===== config.mk =====
export PLATFORM = sky130hd
export DESIGN_NAME = pending_flag_arbiter
export DESIGN_NICKNAME = d
export VERILOG_FILES = /design/src/rtl/pending_flag_arbiter_pkg.sv /design/src/rtl/pending_flag_arbiter_rr_priority_select.sv /design/src/rtl/pending_flag_arbiter.sv
export SDC_FILE = /design/constraint.sdc
export NUM_CORES = 1
export LEC_CHECK = 0
export CORE_UTILIZATION = 30
export DETAILED_ROUTE_END_ITERATION = 8
export HOLD_SLACK_MARGIN = 0.06
export PLACE_DENSITY = 0.58
export SLEW_MARGIN = 5
export SYNTH_ARGS = -nofsm -noshare
export SYNTH_HDL_FRONTEND = slang
export SYNTH_SLANG_ARGS = --single-unit

===== constraint.sdc =====
create_clock -name clk -period 10.49 [get_ports clk]
set_input_delay 1.5735 -clock clk [delete_from_list [all_inputs] [get_ports clk]]
set_output_delay 1.5735 -clock clk [all_outputs]
set_load 0.03 [all_outputs]

===== src/rtl/pending_flag_arbiter_pkg.sv =====
// pending_flag_arbiter_pkg: shared types for the pending-flag arbiter
package pending_flag_arbiter_pkg;

    typedef enum logic {
        IDLE = 1'b0,
        HOLD = 1'b1
    } state_t;

endpackage


===== src/rtl/pending_flag_arbiter_rr_priority_select.sv =====
// rr_priority_select: round-robin find-first from a start pointer, wrapping high to low
module rr_priority_select #(
    parameter int WIDTH = 16,
    parameter int ID_W  = (WIDTH > 1) ? $clog2(WIDTH) : 1
) (
    input  logic [WIDTH-1:0] req,
    input  logic [ID_W-1:0]  ptr,
    output logic             found,
    output logic [ID_W-1:0]  idx
);

    logic [WIDTH-1:0] rot;
    logic [ID_W-1:0]  off;
    logic [ID_W:0]    sum;

    // rotate the doubled request so ptr lands at bit 0, take the lowest set bit, then map back
    always_comb begin
        rot   = WIDTH'({req, req} >> ptr);
        off   = '0;
        found = |req;
        for (int i = WIDTH - 1; i >= 0; i--)
            if (rot[i]) off = ID_W'(i);
        sum = {1'b0, ptr} + {1'b0, off};
        idx = (sum >= (ID_W + 1)'(WIDTH)) ? ID_W'(sum - (ID_W + 1)'(WIDTH)) : sum[ID_W-1:0];
    end

endmodule


===== src/rtl/pending_flag_arbiter.sv =====
// pending_flag_arbiter: holds set pulses as pending flags and issues them one at a time round-robin
module pending_flag_arbiter
    import pending_flag_arbiter_pkg::*;
#(
    parameter int              WIDTH       = 16,
    parameter logic [WIDTH-1:0] RST_PENDING = '0,
    localparam int             ID_W        = (WIDTH > 1) ? $clog2(WIDTH) : 1
) (
    input  logic             clk,
    input  logic             rst,
    input  logic [WIDTH-1:0] set,
    input  logic             flush,
    output logic [WIDTH-1:0] pending,
    output logic             out_valid,
    output logic [ID_W-1:0]  out_id,
    input  logic             out_ack
);

    state_t           state, state_next;
    logic [ID_W-1:0]  rr_ptr, ptr_next, id_next, sel;
    logic [WIDTH-1:0] pending_next, issue_clr;
    logic             found;

    rr_priority_select #(.WIDTH(WIDTH), .ID_W(ID_W)) u_sel (
        .req   (pending),
        .ptr   (rr_ptr),
        .found (found),
        .idx   (sel)
    );

    assign out_valid = (state == HOLD);

    // state, issued id, round-robin pointer and pending flags; reset wins over everything
    always_ff @(posedge clk) begin
        if (!rst) begin
            state   <= IDLE;
            out_id  <= '0;
            rr_ptr  <= '0;
            pending <= RST_PENDING;
        end else begin
            state   <= state_next;
            out_id  <= id_next;
            rr_ptr  <= ptr_next;
            pending <= pending_next;
        end
    end

    // issue when the slot is open and something is pending; flush overrides set and issue
    always_comb begin
        state_next   = state;
        id_next      = out_id;
        ptr_next     = rr_ptr;
        issue_clr    = '0;
        pending_next = '0;
        if (flush) begin
            state_next = IDLE;
        end else begin
            if (state == IDLE || out_ack) begin
                if (found) begin
                    state_next = HOLD;
                    id_next    = sel;
                    issue_clr  = WIDTH'(1) << sel;
                    ptr_next   = (sel == ID_W'(WIDTH - 1)) ? '0 : sel + 1'b1;
                end else begin
                    state_next = IDLE;
                end
            end
            pending_next = set | (pending & ~issue_clr);
        end
    end

endmodule


==> flow_summary.toml <==
[timing]
fin_tns_setup_ps = 0
min_period_ps = 5660
hold_viol = 0
whs_ps = 477
tightestPinTransition_ps = 984
slew_viol_final = 0
fin_skew_ps = 3.30
fmax_ghz = 0.177
slew_headroom_pct = 34.3
setup_viol = 0
fin_ws_ps = 4830
rsz0062_at_grt = "false"
finalCritPeriodShare_pct = 54.0

[route]
route.detailed.drc = 0
vias = 2051
drt_first_pass_iters = 4
wirelength_um = 6210
dr.first_iter.drc_count = 177
post_drt_wl_per_cell_um = 16.8
ant_nets = 0
vias_per_cell = 5.56

[cells_and_area]
diodes = 0
syn_to_final_growth_pct = 22.6
fin_nets = 303
final_cell_area_sq_um = 2680
layout.cells.non_filler = 369
final_layout_size_suffix_gt1_share_pct = 13.9
finalCoreUtilization_pct = 38.8

[die]
initial_core_util_pct = 31.6
io_pins = 41
fp-row-count = 30
dieHeight_um = 87.4
dieArea_sq_um = 7630
die_w_um = 87.4
coreArea_sq_um = 6910

[worst_setup_path]
cp-end-kind = "flip-flop"
crit_fanout = 18
crit_required_ps = 10660
crit_type = "reg -> reg"
crit_arrival_ps = 5830
start_kind = "flip-flop"

[synthesis]
synthFlopType = "dfxtp_1"
synth.most_common_cell = "dfxtp_1"
yosys_warnings = 0
synth_common_cells = "25 x dfxtp_1, 22 x o21ai_0, 19 x nand2_1, 19 x nor2_1"
syn_area_sq_um = 2190
synthCells = 242
synth-edff-count = 0
synth_top_area_share_pct = 22.9
ys_seq_area_share_pct = 22.9
async_flop_share_pct = 0
ys_ff_latch = 25
synth_fp_nets = 271
synth_area_leaders = "dfxtp_1 23%, mux4_2 16%, mux2_2 5.7%"
syn_area_per_cell_sq_um = 9.03
yosysUniqueCellTypes = 51
synth_top_area_cell = "dfxtp_1"

[grt]
grt_pass1_vias = 1981
grt_overflow = 0
grt_max_degree = 22
grt_pass1_wl_um = 10500
grt_use_total_pct = 17.5
antenna_found_initial = 0

[status]
outcome = "finished, final reports clean"

[placement]
portBuffers = 40
gp_congestion = 0.875
place_area_sq_um = 2630
dp_cells = 365
dp_slack_ps = 4810
dp_hpwl_um = 4730

[power]
power_frac_comb_pct = 74.7
sw_frac_of_total_pct = 54.5
peakVddDrop_mv = 0.158
pwr_density_cell_nw_per_um2 = 331
p_sw_mw = 0.484
seqPwrFrac_pct = 18.7
p_clk_share_pct = 6.6
internal_power_mw = 0.404
totalPowerFinal_mw = 0.888
p_leak_nw = 1.02

[clock_network]
cts-buffers-inserted = 3
cts_tree = "built"
cts_resized = 0
htree_levels = 1
post_cts_buffers = 0
cts_root_buf = "clkbuf_8"
cts.clk_slew.worst_paths_ps = 90
ctsHoldBuffers = 0
cts_sinks = 25
worstSkewPairLatency_ps = 270
clockBufferDepth = 2

[hold_path]
hold_path.class = "reg -> reg"

[flow_run]
drv_cap = 0
## state kept, by name, summed over array words and instances (netlist names)
register	flops
out_id	4
out_valid	1
pending	16
rr_ptr	4
## metal layers
layer / share of wire [%] / up-vias / track usage (%)
met5: 0 / - / 0
met4: 0.97 / 0 / 4.77
met3: 5.6 / 4 / 1.23
met2: 49 / 78 / 28.6
met1: 44 / 988 / 24.9
li1: - / 981 / -
## power by group through the flow
stage,logic (mW),registers (mW),clock network [mW]
floorplan,0.511,0.153,0
global placement,0.650,0.167,0
detailed placement,0.662,0.168,0
CTS,0.667,0.166,0.0595
global route,0.754,0.172,0.0639
finish,0.663,0.166,0.0584
## cell usage in the layout (no fill, tap or decap), drive strengths merged, types with 4 or more instances in the layout
cell | netlist | routed
nand2 | 19 | 19
o21ai | 24 | 24
mux2 | 12 | 12
a21boi | 6 | 6
ha | 8 | 8
clkdlybuf4s50 | 0 | 40
nor2 | 19 | 19
nor3 | 5 | 5
mux2i | 10 | 10
dfxtp | 25 | 25
mux4 | 16 | 16
a31oi | 4 | 4
a21oi | 16 | 16
inv | 6 | 6
nor4 | 10 | 10
nand3 | 5 | 5
o211ai | 4 | 4
## worst max-delay path: stages, from the launching register on
cell	delay, ps
dfxtp_1	980
mux4_2	640
mux2i_1	300
o21ai_1	120
and3_1	190
or3_1	340
a21oi_1	140
o21ai_0	100
a311o_1	330
ha_1	210
fa_1	390
xnor2_1	580
clkinv_1	440
ha_1	410
and4b_1	180
a31oi_1	130
o21ai_1	80
## final cells by class
class | count | area [sq um]
clock buffer | 3 | 41.3
clock inverter | 1 | 5.00
fill | 735 | 4230
inverter | 8 | 30.0
multi-input combinational | 196 | 1580
sequential | 25 | 500
tap | 96 | 120
timing repair buffer | 40 | 400
## kinds of logic after synthesis
family,after synthesis,synth area share [%]
AO/OA/AOI/OAI,66,19.1
XOR/XNOR,3,1.55
adder cells (fa/ha/maj),9,5.50
buffers and inverters,21,4.69
flip-flops,25,22.9
multiplexers,38,27.8
AND/OR/NAND/NOR,80,18.5
## final timing paths
check | startpoint | cells after the start | endpoint | slack, ps
max | rr_ptr[0] | 16 | rr_ptr[2] | 4830
min | out_id[0] | 2 | out_id[0] | 480
max reg2reg | rr_ptr[0] | 16 | rr_ptr[2] | 4830
min reg2reg | out_id[0] | 2 | out_id[0] | 480
No activity file was read; power rests on OpenSTA's default activity.
